===== src/rtl/pipe_stage_reg_pkg.sv =====
// Shared types for pipeline boundary registers: occupancy encoding, stage FSM
// states, and per-boundary payload structs whose $bits sets pipe_stage_reg WIDTH.
// No logic; imported by pipe_stage_reg and pipe_skid_slot.
package pipe_stage_reg_pkg;

  typedef logic [1:0] pipe_occ_t;

  localparam pipe_occ_t PIPE_OCC_EMPTY = 2'd0;
  localparam pipe_occ_t PIPE_OCC_ONE   = 2'd1;
  localparam pipe_occ_t PIPE_OCC_FULL  = 2'd2;

  // Encodings match pipe_occ_t so occupancy is the state register itself.
  typedef enum logic [1:0] {
    ST_EMPTY = 2'd0,
    ST_ONE   = 2'd1,
    ST_FULL  = 2'd2
  } pipe_state_e;

  typedef struct packed {
    logic [31:0] pc;
    logic [31:0] rs1_dat;
    logic [31:0] rs2_dat;
    logic [31:0] imm;
    logic [4:0]  rd;
    logic [3:0]  alu_op;
    logic        mem_rd;
    logic        mem_wr;
    logic        reg_wr;
  } idex_t;

  typedef struct packed {
    logic [31:0] pc;
    logic [31:0] alu_res;
    logic [31:0] store_dat;
    logic [4:0]  rd;
    logic        mem_rd;
    logic        mem_wr;
    logic        reg_wr;
  } exmem_t;

endpackage


===== src/rtl/pipe_skid_slot.sv =====
// One valid+data storage slot for pipe_stage_reg; load wins over clear.
// Ports: i_clk, i_rst (sync, active-high), i_load/i_clr controls, i_dat in;
//        o_vld/o_dat registered outputs. Data resets to zero only if RST_DATA!=0.
module pipe_skid_slot
  import pipe_stage_reg_pkg::*;
#(
  parameter int WIDTH    = 128,
  parameter int RST_DATA = 0
) (
  input  logic             i_clk,
  input  logic             i_rst,
  input  logic             i_load,
  input  logic             i_clr,
  input  logic [WIDTH-1:0] i_dat,
  output logic             o_vld,
  output logic [WIDTH-1:0] o_dat
);

  logic             r_vld;
  logic [WIDTH-1:0] r_dat;

  always_ff @(posedge i_clk) begin
    if (i_rst)       r_vld <= 1'b0;
    else if (i_load) r_vld <= 1'b1;
    else if (i_clr)  r_vld <= 1'b0;
  end

  // Without RST_DATA the payload flops carry no reset and come up undefined.
  always_ff @(posedge i_clk) begin
    if (i_rst && (RST_DATA != 0)) r_dat <= '0;
    else if (i_load)              r_dat <= i_dat;
  end

  assign o_vld = r_vld;
  assign o_dat = r_dat;

endmodule


===== src/rtl/pipe_stage_reg.sv =====
// Pipeline boundary register with valid/ready, hold (stall) and flush.
// Latency 1 cycle. SKID=1: 2-entry skid, in_ready = registered (state!=FULL) & ~hold;
// SKID=0: single register, in_ready = ~hold & (~valid | out_ready).
// Ports: CLK, RST (sync active-high); in_valid/in_ready/in_data upstream;
//        out_valid/out_ready/out_data downstream; hold, flush; occupancy (0..2).
// Optional macro PIPE_STAGE_REG_STATS_EN adds stall_cycles[31:0], flush_count[15:0].
module pipe_stage_reg
  import pipe_stage_reg_pkg::*;
#(
  parameter int WIDTH    = 128,
  parameter int SKID     = 1,
  parameter int RST_DATA = 0
) (
  input  logic             CLK,
  input  logic             RST,
  input  logic             in_valid,
  output logic             in_ready,
  input  logic [WIDTH-1:0] in_data,
  output logic             out_valid,
  input  logic             out_ready,
  output logic [WIDTH-1:0] out_data,
  input  logic             hold,
  input  logic             flush,
  output logic [1:0]       occupancy
`ifdef PIPE_STAGE_REG_STATS_EN
  ,
  output logic [31:0]      stall_cycles,
  output logic [15:0]      flush_count
`endif
);

  logic             w_in_rdy;
  logic             w_out_vld;
  logic             w_push;
  logic             w_pop;
  logic             w_main_vld;
  logic [WIDTH-1:0] w_main_dat;
  pipe_occ_t        w_occ;

  // hold masks both sides, so no transfer and no state change while stalled.
  assign w_out_vld = w_main_vld & ~hold;
  assign w_push    = in_valid & w_in_rdy;
  assign w_pop     = w_out_vld & out_ready;

  generate
    if (SKID != 0) begin : g_skid
      pipe_state_e      r_state;
      pipe_state_e      w_state_nxt;
      logic             w_main_load, w_main_clr, w_skid_load, w_skid_clr;
      logic             w_skid_vld;
      logic [WIDTH-1:0] w_skid_dat;
      logic [WIDTH-1:0] w_main_src;

      always_ff @(posedge CLK) begin
        if (RST) r_state <= ST_EMPTY;
        else     r_state <= w_state_nxt;
      end

      always_comb begin
        w_state_nxt = r_state;
        w_main_load = 1'b0;
        w_main_clr  = 1'b0;
        w_skid_load = 1'b0;
        w_skid_clr  = 1'b0;
        if (flush) begin
          // Squashes this cycle's push and pop as well as stored beats.
          w_state_nxt = ST_EMPTY;
          w_main_clr  = 1'b1;
          w_skid_clr  = 1'b1;
        end else begin
          case (r_state)
            ST_EMPTY: begin
              if (w_push) begin
                w_state_nxt = ST_ONE;
                w_main_load = 1'b1;
              end
            end
            ST_ONE: begin
              if (w_push && w_pop) begin
                w_main_load = 1'b1;
              end else if (w_push) begin
                w_state_nxt = ST_FULL;
                w_skid_load = 1'b1;
              end else if (w_pop) begin
                w_state_nxt = ST_EMPTY;
                w_main_clr  = 1'b1;
              end
            end
            ST_FULL: begin
              if (w_pop) begin
                w_state_nxt = ST_ONE;
                w_main_load = 1'b1;
                w_skid_clr  = 1'b1;
              end
            end
            default: w_state_nxt = ST_EMPTY;
          endcase
        end
      end

      // An occupied skid entry is always older than the incoming beat.
      assign w_main_src = w_skid_vld ? w_skid_dat : in_data;

      pipe_skid_slot #(.WIDTH(WIDTH), .RST_DATA(RST_DATA)) u_main (
        .i_clk (CLK),
        .i_rst (RST),
        .i_load(w_main_load),
        .i_clr (w_main_clr),
        .i_dat (w_main_src),
        .o_vld (w_main_vld),
        .o_dat (w_main_dat)
      );

      pipe_skid_slot #(.WIDTH(WIDTH), .RST_DATA(RST_DATA)) u_skid (
        .i_clk (CLK),
        .i_rst (RST),
        .i_load(w_skid_load),
        .i_clr (w_skid_clr),
        .i_dat (in_data),
        .o_vld (w_skid_vld),
        .o_dat (w_skid_dat)
      );

      assign w_in_rdy = (r_state != ST_FULL) & ~hold;
      assign w_occ    = pipe_occ_t'(r_state);
    end else begin : g_single
      logic w_load;
      logic w_clr;

      assign w_load = w_push & ~flush;
      assign w_clr  = flush | w_pop;

      pipe_skid_slot #(.WIDTH(WIDTH), .RST_DATA(RST_DATA)) u_main (
        .i_clk (CLK),
        .i_rst (RST),
        .i_load(w_load),
        .i_clr (w_clr),
        .i_dat (in_data),
        .o_vld (w_main_vld),
        .o_dat (w_main_dat)
      );

      assign w_in_rdy = ~hold & (~w_main_vld | out_ready);
      assign w_occ    = w_main_vld ? PIPE_OCC_ONE : PIPE_OCC_EMPTY;
    end
  endgenerate

  assign in_ready  = w_in_rdy;
  assign out_valid = w_out_vld;
  assign out_data  = w_main_dat;
  assign occupancy = w_occ;

`ifdef PIPE_STAGE_REG_STATS_EN
  logic [31:0] r_stall_cycles;
  logic [15:0] r_flush_count;

  always_ff @(posedge CLK) begin
    if (RST) begin
      r_stall_cycles <= '0;
      r_flush_count  <= '0;
    end else begin
      if (in_valid && !w_in_rdy && (r_stall_cycles != '1))
        r_stall_cycles <= r_stall_cycles + 32'd1;
      if (flush && (w_occ != PIPE_OCC_EMPTY) && (r_flush_count != '1))
        r_flush_count <= r_flush_count + 16'd1;
    end
  end

  assign stall_cycles = r_stall_cycles;
  assign flush_count  = r_flush_count;
`endif

endmodule

===== config.mk =====
export PLATFORM = sky130hd
export DESIGN_NAME = pipe_stage_reg
export DESIGN_NICKNAME = d
export VERILOG_FILES = /design/src/rtl/pipe_stage_reg_pkg.sv /design/src/rtl/pipe_skid_slot.sv /design/src/rtl/pipe_stage_reg.sv
export SDC_FILE = /design/constraint.sdc
export NUM_CORES = 1
export LEC_CHECK = 0
export ABC_AREA = 1
export BUFFER_PORTS_ARGS = -buffer_cell sky130_fd_sc_hd__buf_2
export CORE_ASPECT_RATIO = 0.6
export CORE_MARGIN = 4
export CORE_UTILIZATION = 56
export DETAILED_ROUTE_END_ITERATION = 10
export PLACE_DENSITY = 0.84
export REMOVE_ABC_BUFFERS = 1
export SETUP_SLACK_MARGIN = 0.1
export SLEW_MARGIN = 10
export SYNTH_ARGS = -nofsm -noshare
export SYNTH_HDL_FRONTEND = slang
export SYNTH_SLANG_ARGS = --single-unit
export TNS_END_PERCENT = 30

===== constraint.sdc =====
create_clock -name CLK -period 7.6 [get_ports CLK]
set_input_delay 1.52 -clock CLK [delete_from_list [all_inputs] [get_ports CLK]]
set_output_delay 1.52 -clock CLK [all_outputs]
set_load 0.005 [all_outputs]

# Yosys cells after proc, flatten, opt, wreduce, memory -nomap -nowiden
# Cells that the tools add are included.
[totals] regBits=260 elab_cells=48
[op_classes] eq_ne=7 muxes=25 bitwise=5 n_reduce_logical=6
[op_table] op="128-bit 2-to-1 mux" count=1
[op_table] op="1-bit 2-to-1 mux" count=17
[op_table] op="2-bit 2-to-1 mux" count=5
[op_table] op="2-bit inequality test (second input constant)" count=4
[op_table] op="2-bit case mux with 3 select lines" count=1
[op_table] op="1-bit AND" count=4
[op_table] op="4-bit AND reduction" count=1
[op_table] op="2-bit nonzero test" count=2
[op_table] op="3-bit inequality test (second input constant)" count=1
[op_table] op="1-bit case mux with 3 select lines" count=1
[op_table] op="2-bit by 1-bit equality test with 1-bit output (second input constant)" count=1
[op_table] op="2-bit equality test (second input constant)" count=1
[op_table] op="2-bit logical NOT" count=1
[op_table] op="2-bit OR reduction" count=1
[op_table] op="1-bit logical AND" count=1
[op_table] op="1-bit inverter" count=1

# Logic depth before layout (Yosys ltp)
# Gate-level depths: netlist (run 1).
[depth] ltp_word=10 ltp_mapped=7

# Cells and area by module
# Synthesis (run 1) repeated with hierarchy kept, for this count alone.
[hier_totals] cells_unflattened=440 hier_area_um2=9552.9
[modules_own_cells] mod="pipe_skid_slot" instances=2 cells_per_inst=133 area_per_inst_um2=3883.7 seq_area_each_um2=3863.7
[modules_own_cells] mod="pipe_stage_reg" instances=1 cells_per_inst=174 area_per_inst_um2=1785.5 seq_area_each_um2=40.0

# Least setup slack after synthesis (run 1)
# OpenSTA, ideal clock, no wires.
[synth_timing] kind="input to register" startpoint="input port hold" endpoint="register g_skid.u_skid.r_dat[0], in the netlist g_skid.u_skid.o_dat[0] (enable)" setup_ns=0.515 arrival_time_ns=5.116 t_required_ns=7.085 path_slack_ns=1.968 path_stages=4 cell_sequence="inv_1 -> nand3_1 -> nand3_1 -> nor2_2"
[synth_via] elab_chain_len=7 word_cells_on_any_way=10 classes_between="mux (4); bitwise (5); reduce/logical (1)"
[synth_lines] element="start: declaration" line="pipe_stage_reg.sv:22" rtl="input logic hold,"
[synth_lines] element="1-bit inverter *" line="pipe_stage_reg.sv:41, pipe_stage_reg.sv:124"
[synth_lines] element="1-bit AND, on equally long branches" line="pipe_stage_reg.sv:124, pipe_stage_reg.sv:41"
[synth_lines] element="1-bit AND, on equally long branches" line="pipe_stage_reg.sv:42, pipe_stage_reg.sv:43"
[synth_lines] element="1-bit 2-to-1 mux or 1-bit logical AND (tied branches)" line="pipe_stage_reg.sv:81, pipe_stage_reg.sv:79"
[synth_lines] element="1-bit 2-to-1 mux *" line="pipe_stage_reg.sv:79" rtl="if (w_push && w_pop) begin"
[synth_lines] element="1-bit 2-to-1 mux *" line="pipe_stage_reg.sv:71" rtl="case (r_state)"
[synth_lines] element="1-bit 2-to-1 mux *" line="pipe_stage_reg.sv:65" rtl="if (flush) begin"
[synth_lines] element="net g_skid.u_skid.i_load" line="pipe_skid_slot.sv:12" rtl="input logic i_load,"
[synth_lines] element="end signal: assignment" line="pipe_skid_slot.sv:31" rtl="else if (i_load) r_dat <= i_dat;"
[synth_lines] element="end: declaration" line="pipe_skid_slot.sv:20" rtl="logic [WIDTH-1:0] r_dat;"
# The timed path passes the listed nets; every way through them passes the cells marked *.
# A chain may end at the register's enable or synchronous reset.

# Worst setup path after layout (run 1)
[layout_timing] startpoint="input port hold" endpoint="register g_skid.u_main.r_dat[74], in the netlist g_skid.u_main.o_dat[74] (enable)"
[layout_via] elab_chain_len=7 word_cells_on_any_way=11 classes_between="mux (5); bitwise (5); reduce/logical (1)"
[layout_lines] element="1-bit inverter *" line="pipe_stage_reg.sv:41, pipe_stage_reg.sv:124"
[layout_lines] element="1-bit AND, on equally long branches" line="pipe_stage_reg.sv:124, pipe_stage_reg.sv:41"
[layout_lines] element="1-bit AND, on equally long branches" line="pipe_stage_reg.sv:42, pipe_stage_reg.sv:43"
[layout_lines] element="1-bit logical AND" line="pipe_stage_reg.sv:79"
[layout_lines] element="1-bit 2-to-1 mux" line="pipe_stage_reg.sv:79"
[layout_lines] element="1-bit case mux with 3 select lines *" line="pipe_stage_reg.sv:71"
[layout_lines] element="1-bit 2-to-1 mux *" line="pipe_stage_reg.sv:65"
[layout_lines] element="net g_skid.u_main.i_load" line="pipe_skid_slot.sv:12"
[layout_lines] element="end signal: assignment" line="pipe_skid_slot.sv:31"
[layout_lines] element="end: declaration" line="pipe_skid_slot.sv:20"
# Marks and branches as above.

==> results of run 1 <==
==> through the flow <==
stage          utilization, %  setup WS, ps
2_1_floorplan               -          1968
3_3_place_gp            67.15          3617
3_5_place_dp            67.15          3529
4_1_cts                 71.58          4052
5_1_grt                 71.58          3878
6_report                71.60          4033
==> Yosys cell counts <==
cell type / instances / area [um2]
sky130_fd_sc_hd__nand2_2: 1 / 6.260
sky130_fd_sc_hd__inv_1: 8 / 30.03
sky130_fd_sc_hd__nor2_2: 1 / 6.260
sky130_fd_sc_hd__nor2_1: 11 / 41.29
sky130_fd_sc_hd__edfxtp_1: 256 / 7687
sky130_fd_sc_hd__nand4_1: 1 / 6.260
sky130_fd_sc_hd__mux2_2: 128 / 1441
sky130_fd_sc_hd__dfxtp_1: 4 / 80.08
sky130_fd_sc_hd__buf_6: 13 / 146.4
sky130_fd_sc_hd__buf_2: 1 / 5.000
sky130_fd_sc_hd__nand3_1: 4 / 20.02
sky130_fd_sc_hd__a21oi_1: 3 / 15.01
sky130_fd_sc_hd__nand2_1: 14 / 52.55
==> worst max-delay path, delay by kind of cell <==
kind	cells	cell delay (ps)
and+or+nand+nor	2	290
buffers and inverters	4	1580
AOI/OAI and AO/OA	1	180
==> area by class of cell <==
class,count,area (um2)
sequential,260,7771
inverter,8,32.53
fill,1024,4669
clock inverter,17,150.1
tap,228,285.3
multi-input combinational,163,1594
antenna,1,2.502
clock buffer,24,579.3
timing repair buffer,269,1356
==> sequential cells by signal, summed over array words and instances (netlist names) <==
signal,cells
g_skid.u_main.o_dat,128
g_skid.u_main.o_vld,1
g_skid.u_skid.o_dat,128
occupancy,2
g_skid.u_skid.o_vld,1
==> logic make-up (layout without fill, tap and decap cells) <==
family                 count (synthesis)  after routing
other                                  0              1
buffers and inverters                 22            318
and+or+nand+nor                       32             32
AOI/OAI and AO/OA                      3              3
muxes                                128            128
DFF                                  260            260
==> routing by layer <==
layer  up-vias  wire length (um)  global-route usage [%]
met5         -                45                       0
met4        10               329                   4.581
met3        38              2415                   8.316
met2       252              8897                   30.38
met1      2477              7645                   25.83
li1       2309                 -                       -
==> power by group through the flow <==
stage | Sequential, uW | Clock (uW) | Combinational (uW)
6_report | 1610 | 1120 | 124
5_1_grt | 1610 | 1210 | 137
4_1_cts | 1610 | 1150 | 126
3_5_place_dp | 1640 | 0 | 126
3_3_place_gp | 1640 | 0 | 118
2_1_floorplan | 1650 | 0 | 45.1
==> path summary, 6_finish.rpt <==
| kind | from | end |
|---|---|---|
| hold reg to reg | occupancy[1] | occupancy[1] |
| setup reg to reg | occupancy[0] | g_skid.u_main.o_dat[74] |
| setup / recovery | hold | g_skid.u_main.o_dat[74] |
| hold / removal | occupancy[1] | occupancy[1] |
==> impl_summary.md, run 1 <==
Clock tree
The tree is rooted in a sky130_fd_sc_hd__clkbuf_16. After clock tree synthesis, the clock-pin slew on the worst setup and hold paths is 60 ps. The total of cells resized after clock tree synthesis is 0. The longest clock path from root to sink contains 3 buffers. The clock reaches the later pin of the worst-skew pair after 490 ps. In this run the number of H-tree levels came out at 1. TritonCTS built the clock tree. The post-CTS setup repair buffer count is 0. The clock net in this run drives a total of 260 sinks.

Buffers inserted during clock tree synthesis total 23. The total of hold buffers inserted after clock tree synthesis is 0.

Pwr
The internal power is 2297 uW. The total power per unit cell area is 242.3 mW/mm2. The share of total power dissipated in sequential elements is 56.5%. Of the total power, combinational logic draws 4.4%. The switching power share of the total is 19.44%. The clock network burns 39.1% of the power.

The total power after layout is 2852 uW. VDD sags by at most 177.3 uV. Summed over all nets, the switching power comes to 554.3 uW. The leakage power figure is 0.004338 uW.

STA
The final hold slack is 531.7 ps. In the final timing run, aggregate negative setup slack is 0 ps. In this run the tightest slew margin relative to its limit is 39.89%. The final number of max-transition violations is 0.

Setup violations remaining at the end of the flow were counted as 0. The minimum clock period after layout is 3567 ps. The worst-case clock skew is 12.60 ps. The maximum operating frequency is 280.4 MHz. The actual transition at the worst max-transition pin is 901.6 ps. The count of endpoints failing hold in the final timing report is 0. The fraction of the cycle the final worst path needs is 46.93%. Setup repair after global routing left no endpoint under its margin.

Status
The run finished with clean final reports.

Global route
The number of antenna violations at the first check in global routing is 5. Across every metal layer, demand over resource in global routing totals 19.46%. The via count of the first global-routing pass is 5235. Entering global routing, the biggest net connects 70 pins. The first global-routing pass estimated 28860 um of wire. For this run the aggregate overflow at the end of global routing stands at 0.

Floorplan
The initial cell density of the core is 58.01%. The die area is 0.01925 mm2. The core region is 0.01644 mm2. Measured along the x axis, the die boundary spans 176.5 um.

266 I/O pins were placed. In this run the vertical extent of the chip is 109.1 um. Row generation in the floorplan step produced 36 rows.

Drt
The detailed router finished its first iteration with 428 violations. The first detailed-routing pass ran for 4 iterations. After detailed routing, the number of vias per cell comes to 5.243. The routed layout has 5086 vias. The routed design has 19330 um of wire.

The final routed DRC violation total is 0. In this run the remaining antenna-violating nets after routing total 0. Dividing the detail-routed wire length by the instance count gives 19.93 um.

Synth
The fraction of the yosys area taken by sequential cells is 81.44%. After Yosys synthesis, full adders, half adders and majority gates account for 0% of the synthesized area. For this run, the number of Yosys warnings is 0. By area, the combinational part of the netlist is dominated by multiplexers.

The synthesized netlist devotes 0.1574% of its cell area to compound gates. The total standard cell area after synthesis is 0.009538 mm2. Counting every instance in the synthesized netlist gives 445. The synthesized netlist contains 13 unique library cells. Of the total synthesized cell area, the portion taken by AND, OR, NAND and NOR gates is 1.391%. After Yosys synthesis, XOR and XNOR cells account for 0% of the synthesized area. After synthesis, the mean cell area works out to 21.43 um2. After synthesis the netlist holds a flip-flop and latch count of 260. The proportion of synthesized area in mux cells is 15.11%.

Worst setup path
Data on the critical path arrives at its endpoint at 3680 ps. The setup path with the least slack is of type input port to flop. The worst register-to-register path has a setup slack of 4690 ps. The largest stage delay on the critical path is 820 ps. The worst setup path is launched from an input port. The critical path goes through buf_2 -> inv_1 -> nand3_1 -> a21oi_1 -> nand2_1 -> inv_4 -> buf_4.

Counting cells, the worst reg-to-reg path comes to 7. The library cell contributing the largest single delay on the critical path is sky130_fd_sc_hd__buf_4. The worst setup path is captured at a flop. The critical-path maximum fanout is 69. Data on the critical path is required at its endpoint by 7710 ps.

Final layout
The post-route netlist has 59.24% of its cells at a drive strength greater than 1. The top cell types in the final layout, fill and taps aside, are sky130_fd_sc_hd__buf_2 (265), sky130_fd_sc_hd__edfxtp_1 (256), sky130_fd_sc_hd__mux2_2 (128), sky130_fd_sc_hd__clkbuf_16 (23), sky130_fd_sc_hd__nand2_1 (14). The most common cell after layout, fill and taps aside is sky130_fd_sc_hd__buf_2. The count of non-filler cells in the finished layout is 970. From synthesis to final layout, the design area changed by 23.42%. The design area is 0.01177 mm2. The final layout contains 859 nets.

Place
In this run the cell area measured after placement is 0.01104 mm2. After legalization and detailed placement, the total HPWL measured 13250 um. The count of buffers added on input and output ports is 265.

The final estimated routing congestion in global placement is 0.8543. Once placement completed, the tool counted placed cells totaling 928.

Min path
The classification of the worst-slack hold path is flop to flop. The worst hold path passes through 2 cells.

Run
The tool flagged a number of max-cap violations equal to 0.
(Power assumes the default switching activity.)
==> run 2, diff against run 1 <==
CORE_UTILIZATION = 52   (was 56)
PLACE_DENSITY = 0.79   (was 0.84)
clock period = 3.7 ns   (was 7.6 ns; I/O delays follow)
==> impl_summary.md, run 2 (synthesis gave the netlist of run 1 again) <==
Min path
The worst hold path belongs to the class input port to flop.

STA
The worst-case headroom to the max-slew limit came to 48.13% (+8.2 points). The actual transition at the worst max-transition pin is 778.1 ps (-123.5 ps). Setup repair after global routing left no endpoint under its margin. The number of failing setup endpoints in the final timing report was 0 (unchanged). The minimum clock period after layout is 2202 ps. Static timing analysis puts the maximum clock frequency at 454.2 MHz. The count of endpoints failing hold in the final timing report was 0 (unchanged). The worst-case clock skew is 9.816 ps (-2.779 ps). The minimum setup slack in the final design is 1498 ps (-2535 ps). The fraction of the cycle the final worst path needs is 59.51%.

The final number of max-transition violations is 0 (unchanged).

Global route
The met1 track demand over resource came to 25.70% (-0.13 points). The number of antenna violations at the first check in global routing is 4 (-1). The layer carrying the most global-route usage is met2.

The global-route wire length before repair is 30020 um (+4.0%). The aggregate global routing overflow is 0 (unchanged). The overall fraction of global-route tracks in use is 18.46% (-1.0 points). The fraction of met3 tracks used by global routing is 6.939% (-1.4 points). The maximum number of pins on one net before global-route repair is 75 (+7.1%). The via count of the first global-routing pass was 5353 (+2.3%). The met2 capacity usage during global routing is 28.90% (-1.5 points).

Final layout
The sequential cell area is 0.007771 mm2 (unchanged). Leaving out fill and tap cells, the most frequent cell in the layout is sky130_fd_sc_hd__buf_2. The area used by multi-input combinational logic is 0.001594 mm2 (unchanged). The fill cell instance count of the final layout is 1221 (+19%).

The layout cell share with drive strength beyond 1 is 58.22% (-1.0 points). The library cells used most frequently in the layout, excluding fill and tap cells, are sky130_fd_sc_hd__buf_2 (265), sky130_fd_sc_hd__edfxtp_1 (256), sky130_fd_sc_hd__mux2_2 (128), sky130_fd_sc_hd__clkbuf_16 (23), sky130_fd_sc_hd__nand2_1 (14). The count of nets after finishing was 861 (+0.23%). The area overhead of the layout relative to synthesis is 23.81%.

Run
The max-cap check violation count is 0 (unchanged).

Drt
The via count of the routed design came to 5117 (+0.61%). The iteration count of the initial detailed-routing pass is 4 (unchanged). The routed wire length is 19700 um (+1.9%). The starting DRC count in detailed routing is 413 (-3.5%). The final routed DRC violation total was 0 (unchanged). The detailed-route vias per instance is 5.205 (-0.72%). The routed wire length per instance is 20.04 um (+0.55%).

The count of antenna-violating nets left after detailed routing is 0 (unchanged).

Clock tree
The number of levels the H-tree was split into came to 1 (unchanged). The clock latency on the worst-skew pair is 490 ps (about the same). The total of cells resized after clock tree synthesis is 0 (unchanged). The total clock buffers created by CTS is 23 (unchanged). The root buffer cell is sky130_fd_sc_hd__clkbuf_16. The maximum clock path buffer count is 3 (unchanged). The total of hold buffers inserted after clock tree synthesis was 0 (unchanged). The post-CTS setup repair buffer count is 0 (unchanged). TritonCTS built the clock tree. The count of clock tree sinks came to 260 (unchanged). The clock-pin slew of the registers on the worst-case setup and hold paths came to 70 ps (about the same).

Floorplan
The die span in x was 182.8 um (+3.6%). The area of the core region was 0.01802 mm2 (+9.6%). The boundary pin count is 266 (unchanged). The cell row count is 38 (+5.6%). The die area is 0.02064 mm2 (+7.2%). The chip height is 112.9 um (+3.5%). The initial cell density of the core is 52.93% (-5.1 points).

Place
The worst setup slack after placement is 1094 ps (-2435 ps). The final estimated routing congestion in global placement is 0.9136 (+6.9%). The count of input and output buffers is 265 (unchanged). The detailed-placement wirelength estimate came to 13670 um (+3.1%).

Worst setup path
The arrival time at the worst endpoint is 2340 ps (-1340 ps). The critical path endpoint category is a flop. In this design, the critical path's most frequently occurring cell is sky130_fd_sc_hd__nand2_1. Walking the worst path, the cells encountered are inv_1 -> nand2_2 -> nand4_1 -> nand2_1 -> nand2_1 -> inv_4 -> buf_4.

The library cell contributing the largest single delay on the critical path is sky130_fd_sc_hd__buf_4. The critical-path maximum fanout came to 32 (-54%). The largest stage delay on the critical path was 460 ps (-360 ps). The required time at the endpoint of the critical path came to 3840 ps (-3870 ps). STA classifies the critical path startpoint as a flop. The category of the critical setup timing path is flop to flop.

Pwr
The leakage power figure is 0.004331 uW (-0.15%). The total power per unit cell area is 492.3 mW/mm2 (+100%). The worst-case vdd ir drop is 290.4 uV (+64%). The total power after layout came to 5813 uW (+100%).

Status
The flow ran to the end, and the final reports show no timing, DRC or antenna violations.
run 2: through the flow:
stage / hold WS (ps) / util [%] / instance area (um2) / cells / TNS, ps
6_report: 430.4 / 65.53 / 11810 / 983 / 0
3_3_place_gp: 495.6 / 61.64 / 11110 / 942 / 0
3_5_place_dp: 531.3 / 61.64 / 11110 / 942 / 0
2_1_floorplan: 505.4 / - / 9387 / 431 / -219480
5_1_grt: 410.7 / 65.53 / 11810 / 983 / 0
4_1_cts: 408.2 / 65.52 / 11810 / 982 / 0
run 2: critical path, delay by kind of cell, from the launching register on:
family	cells	cell delay, ps
simple gates	4	560
flops	1	450
buf+inv	3	810
run 2: final cells by class:
class / count / share of cell area (%)
Sequential cell: 260 / 65.81
Clock inverter: 13 / 0.9218
Tap cell: 240 / 2.543
Antenna cell: 1 / 0.02119
Clock buffer: 27 / 5.001
Inverter: 8 / 0.2755
Multi-Input combinational cell: 163 / 13.50
Timing Repair Buffer: 271 / 11.93
run 2: power breakdown:
group	internal (uW)	switching, uW
Clock	1280	969
Sequential	3290	14.9
Combinational	136	125
run 2: path summary, 6_finish.rpt:
path	start	endpoint	slack, ps	cells after the start
max	occupancy[0]	g_skid.u_main.o_dat[17]	1500	7
min	in_data[105]	g_skid.u_skid.o_dat[105]	430	1
max reg2reg	occupancy[0]	g_skid.u_main.o_dat[17]	1500	7
min reg2reg	g_skid.u_skid.o_dat[94]	g_skid.u_main.o_dat[94]	540	1
run 2: routing by layer:
| layer | up-vias | part of all wire (%) |
|---|---|---|
| met5 | - | 0.14 |
| li1 | 2319 | - |
| met3 | 26 | 12 |
| met4 | 6 | 1.2 |
| met1 | 2523 | 41 |
| met2 | 243 | 46 |
==> run 3, diff against run 2 <==
ABC_AREA = 0   (was 1)
clock period = 2.1 ns   (was 3.7 ns; I/O delays follow)
==> impl_summary.md, run 3 <==
Status
The run finished with clean final reports.

Pwr
The worst-case vdd ir drop came to 693.7 uV (+140%). The leakage power figure is 0.004390 uW (+1.4%). The total power after layout is 10290 uW (+77%). The total power per unit cell area is 855.2 mW/mm2 (+74%).

Worst setup path
The register-to-register setup slack is 250 ps (-1250 ps). Broken down by cell family, the worst path's largest delay share belongs to flip-flops. The required time at the endpoint of the critical path came to 1680 ps (-2160 ps). The depth of the most critical reg-to-reg path is 5 (-2).

In this run the worst setup path begins at occupancy[0]. The library cell contributing the largest single delay on the critical path is sky130_fd_sc_hd__dfxtp_1. The category of the worst setup path launch point is a flop. The critical path endpoint category is an output pin. The arrival time at the worst endpoint was 1470 ps (-870 ps). The largest stage delay on the critical path was 470 ps (about the same). Walking the worst path, the cells encountered are and2b_1 -> nor2_1 -> buf_2. The category of the critical setup timing path is flop to output pin. In this run the critical register-to-register path is captured at g_skid.u_main.o_dat[22].

The buffers plus inverters on the worst setup path is 1 (-2). The startpoint of the most critical register-to-register path is occupancy[1]. The critical-path maximum fanout is 9 (-72%).

Synth
The post-synthesis cell type count is 24 (+11). The top cell type's share of synthesized area is 80.79% (+0.19 points). The synthesized-area fraction occupied by and/or/nand/nor cells is 0.9993% (-0.39 points). Among all cell types in the netlist, the one instantiated most often is sky130_fd_sc_hd__edfxtp_1.

The main combinational cell family by area after synthesis is multiplexers. The fraction of the yosys area taken by sequential cells is 81.63% (+0.19 points). The post-synthesis sequential element count is 260 (unchanged). The arithmetic-cell share of the synthesized area counting full adders, half adders and majority gates is 0% (unchanged). The total standard cell area after synthesis is 0.009515 mm2 (-0.24%). By area the synthesized netlist is led by sky130_fd_sc_hd__edfxtp_1 (81%), sky130_fd_sc_hd__mux2_2 (15%), sky130_fd_sc_hd__buf_4 (0.95%). The XOR/XNOR share of the synthesized area was 0% (unchanged). Of all cell types, the one taking the most synthesized area is sky130_fd_sc_hd__edfxtp_1. The compound-gate portion of the synthesized area is 0.9862% (+0.83 points).

The share of synthesized flip-flops with an asynchronous set or reset was 0% (unchanged). After synthesis, the most frequently instantiated cells are sky130_fd_sc_hd__edfxtp_1 (256), sky130_fd_sc_hd__mux2_2 (128), sky130_fd_sc_hd__buf_4 (12). The number of flops mapped to enable cells by yosys is 256 (unchanged). The average cell area after synthesis was 21.87 um2 (+2.1%). The proportion of synthesized area in mux cells is 15.15% (+0.036 points). The number of instances in the synthesized netlist came to 435 (-2.2%). The count of warnings emitted by yosys was 0 (unchanged). The most used flip-flop cell after synthesis is sky130_fd_sc_hd__edfxtp_1.

STA
The final critical path takes up 90.08% of the cycle. The worst-case clock skew is 13.56 ps (+3.746 ps). The count of endpoints failing hold in the final timing report is 0 (unchanged). The maximum operating frequency is 528.6 MHz. The minimum clock period after layout is 1892 ps. The minimum setup slack in the final design came to 208.3 ps (-1290 ps). The final hold slack is 107.7 ps (-322.7 ps). The worst-case headroom to the max-slew limit is 63.35% (+15 points). Setup repair after global routing left no endpoint under its margin.

The number of failing setup endpoints in the final timing report is 0 (unchanged). The final number of max-transition violations is 0 (unchanged). The actual transition at the worst max-transition pin was 548.6 ps (-229.5 ps).

Global route
The maximum number of pins on one net before global-route repair is 55 (-27%). The overall fraction of global-route tracks in use is 19.39% (+0.93 points). The number of antenna violations at the first check in global routing came to 5 (+1). The via count of the first global-routing pass came to 5546 (+3.6%).

The aggregate global routing overflow is 0 (unchanged). The global-route wire length before repair came to 31440 um (+4.7%).

Floorplan
The initial cell density of the core is 54.23% (+1.3 points). The die span in x is 182.6 um (-0.11%). The area of the core region is 0.01755 mm2 (-2.6%).

The cell row count is 37 (-2.6%). The boundary pin count is 266 (unchanged). The die area is 0.02060 mm2 (-0.23%). The chip height is 112.8 um (-0.11%).

Final layout
The total inserted antenna cells is 0 (-1). The design area is 0.01203 mm2 (+1.9%). The count of nets after finishing is 859 (-0.23%). The fill cell instance count of the final layout is 1163 (-4.8%).

The most common cell after layout, fill and taps aside is sky130_fd_sc_hd__buf_2. The area overhead of the layout relative to synthesis is 26.42%. The count of non-filler cells in the finished layout came to 974 (-0.92%). In the layout the commonest cells are sky130_fd_sc_hd__buf_2 (265), sky130_fd_sc_hd__edfxtp_1 (256), sky130_fd_sc_hd__mux2_2 (128), sky130_fd_sc_hd__clkbuf_16 (23), sky130_fd_sc_hd__buf_12 (13). The sequential cell area is 0.007772 mm2 (about the same). The layout cell share with drive strength beyond 1 is 60.27% (+2.0 points). The area used by multi-input combinational logic is 0.001643 mm2 (+3.1%).

Clock tree
The clock latency on the worst-skew pair was 500 ps (about the same). The number of levels the H-tree was split into was 1 (unchanged). The total clock buffers created by CTS is 23 (unchanged). The TritonCTS clock tree is yes. The count of clock tree sinks is 260 (unchanged). The tree is rooted in a sky130_fd_sc_hd__clkbuf_16. The clock-pin slew of the registers on the worst-case setup and hold paths is 70 ps (about the same). The post-CTS setup repair buffer count is 0 (unchanged). The maximum clock path buffer count was 3 (unchanged).

Place
The count of input and output buffers came to 265 (unchanged). The number of placed cells counting well taps is 934 (-0.85%). The instance area at placement was 0.01132 mm2 (+1.9%).

The worst setup slack after placement is 112.2 ps (-981.5 ps). The final estimated routing congestion in global placement is 0.9075 (-0.67%). The detailed-placement wirelength estimate is 14380 um (+5.2%).

Min path
The classification of the worst-slack hold path is input port to flop. The worst hold path depth is 1 (unchanged). The hold-critical path endpoint is g_skid.u_skid.o_dat[123]. The startpoint identified for the worst hold timing path is in_data[123].

Drt
The starting DRC count in detailed routing is 371 (-10%). The routed wire length is 20580 um (+4.5%). The final routed DRC violation total is 0 (unchanged). The iteration count of the initial detailed-routing pass is 4 (unchanged). The via count of the routed design was 5262 (+2.8%). The detailed-route vias per instance is 5.402 (+3.8%).

The routed wire length per instance is 21.13 um (+5.5%). The count of antenna-violating nets left after detailed routing is 0 (unchanged).

Run
The max-cap check violation count is 0 (unchanged).
-- run 3: cell types whose count changed after synthesis, moves of 2 or more --
cell / before / now
sky130_fd_sc_hd__a211oi_2: 0 / 2
sky130_fd_sc_hd__nor4_1: 0 / 2
sky130_fd_sc_hd__buf_4: 0 / 12
sky130_fd_sc_hd__nand2_1: 14 / 3
sky130_fd_sc_hd__inv_1: 8 / 2
sky130_fd_sc_hd__o21ai_0: 0 / 4
sky130_fd_sc_hd__nor2b_1: 0 / 2
sky130_fd_sc_hd__buf_6: 13 / 0
sky130_fd_sc_hd__nor2_1: 11 / 2
sky130_fd_sc_hd__nand3_1: 4 / 1
sky130_fd_sc_hd__buf_2: 1 / 4
-- run 3: worst max-delay path by stage --
stage | end | depth (start not counted)
after detailed placement | g_skid.u_main.o_dat[41] | 6
after global routing | in_ready | 3
after global placement | g_skid.u_main.o_dat[5] | 6
after floorplan | g_skid.u_skid.o_dat[0] | 3
after CTS | g_skid.u_main.o_dat[22] | 5
final | in_ready | 3
-- run 3: metrics by stage --
step | util [%] | TNS, ps
after floorplan | - | -1820710
after CTS | 68.55 | 0
after global routing | 68.56 | 0
after global placement | 64.54 | 0
final | 68.56 | 0
after detailed placement | 64.54 | 0
-- run 3: kinds of logic after synthesis --
logic type      after synthesis
compound gates               13
buf+inv                      18
flops                       260
mux                         128
simple gates                 16
-- run 3: what timing repair did --
item,4_1_cts,5_1_grt
hold buffers,0,0
gates resized for setup,0,1
hold endpoints to repair,0,0
endpoints found under the setup margin,0,28
-- run 3: routing by layer --
| layer | track usage [%] | wire, um | vias up | part of all wire, % |
|---|---|---|---|---|
| met5 | 0 | 57 | - | 0.28 |
| met4 | 4.248 | 381 | 10 | 1.9 |
| met3 | 7.388 | 2176 | 40 | 11 |
| met2 | 30.25 | 9380 | 267 | 46 |
| met1 | 26.40 | 8588 | 2626 | 42 |
| li1 | - | - | 2319 | - |
-- run 3: report_power, final --
part | leakage, uW | internal [uW] | switching, uW
clock | 0.000347 | 2250 | 1720
sequential | 0.00236 | 5800 | 29.3
combinational | 0.00168 | 261 | 229
total | 0.00439 | 8310 | 1980
-- run 3: cell type report --
class / count / area share [%]
clock inverters: 7 / 0.5097
inverters: 2 / 0.06241
well taps: 234 / 2.434
flip-flops and latches: 260 / 64.61
multi-input cells: 157 / 13.66
repair buffers: 281 / 13.38
clock buffers: 33 / 5.346
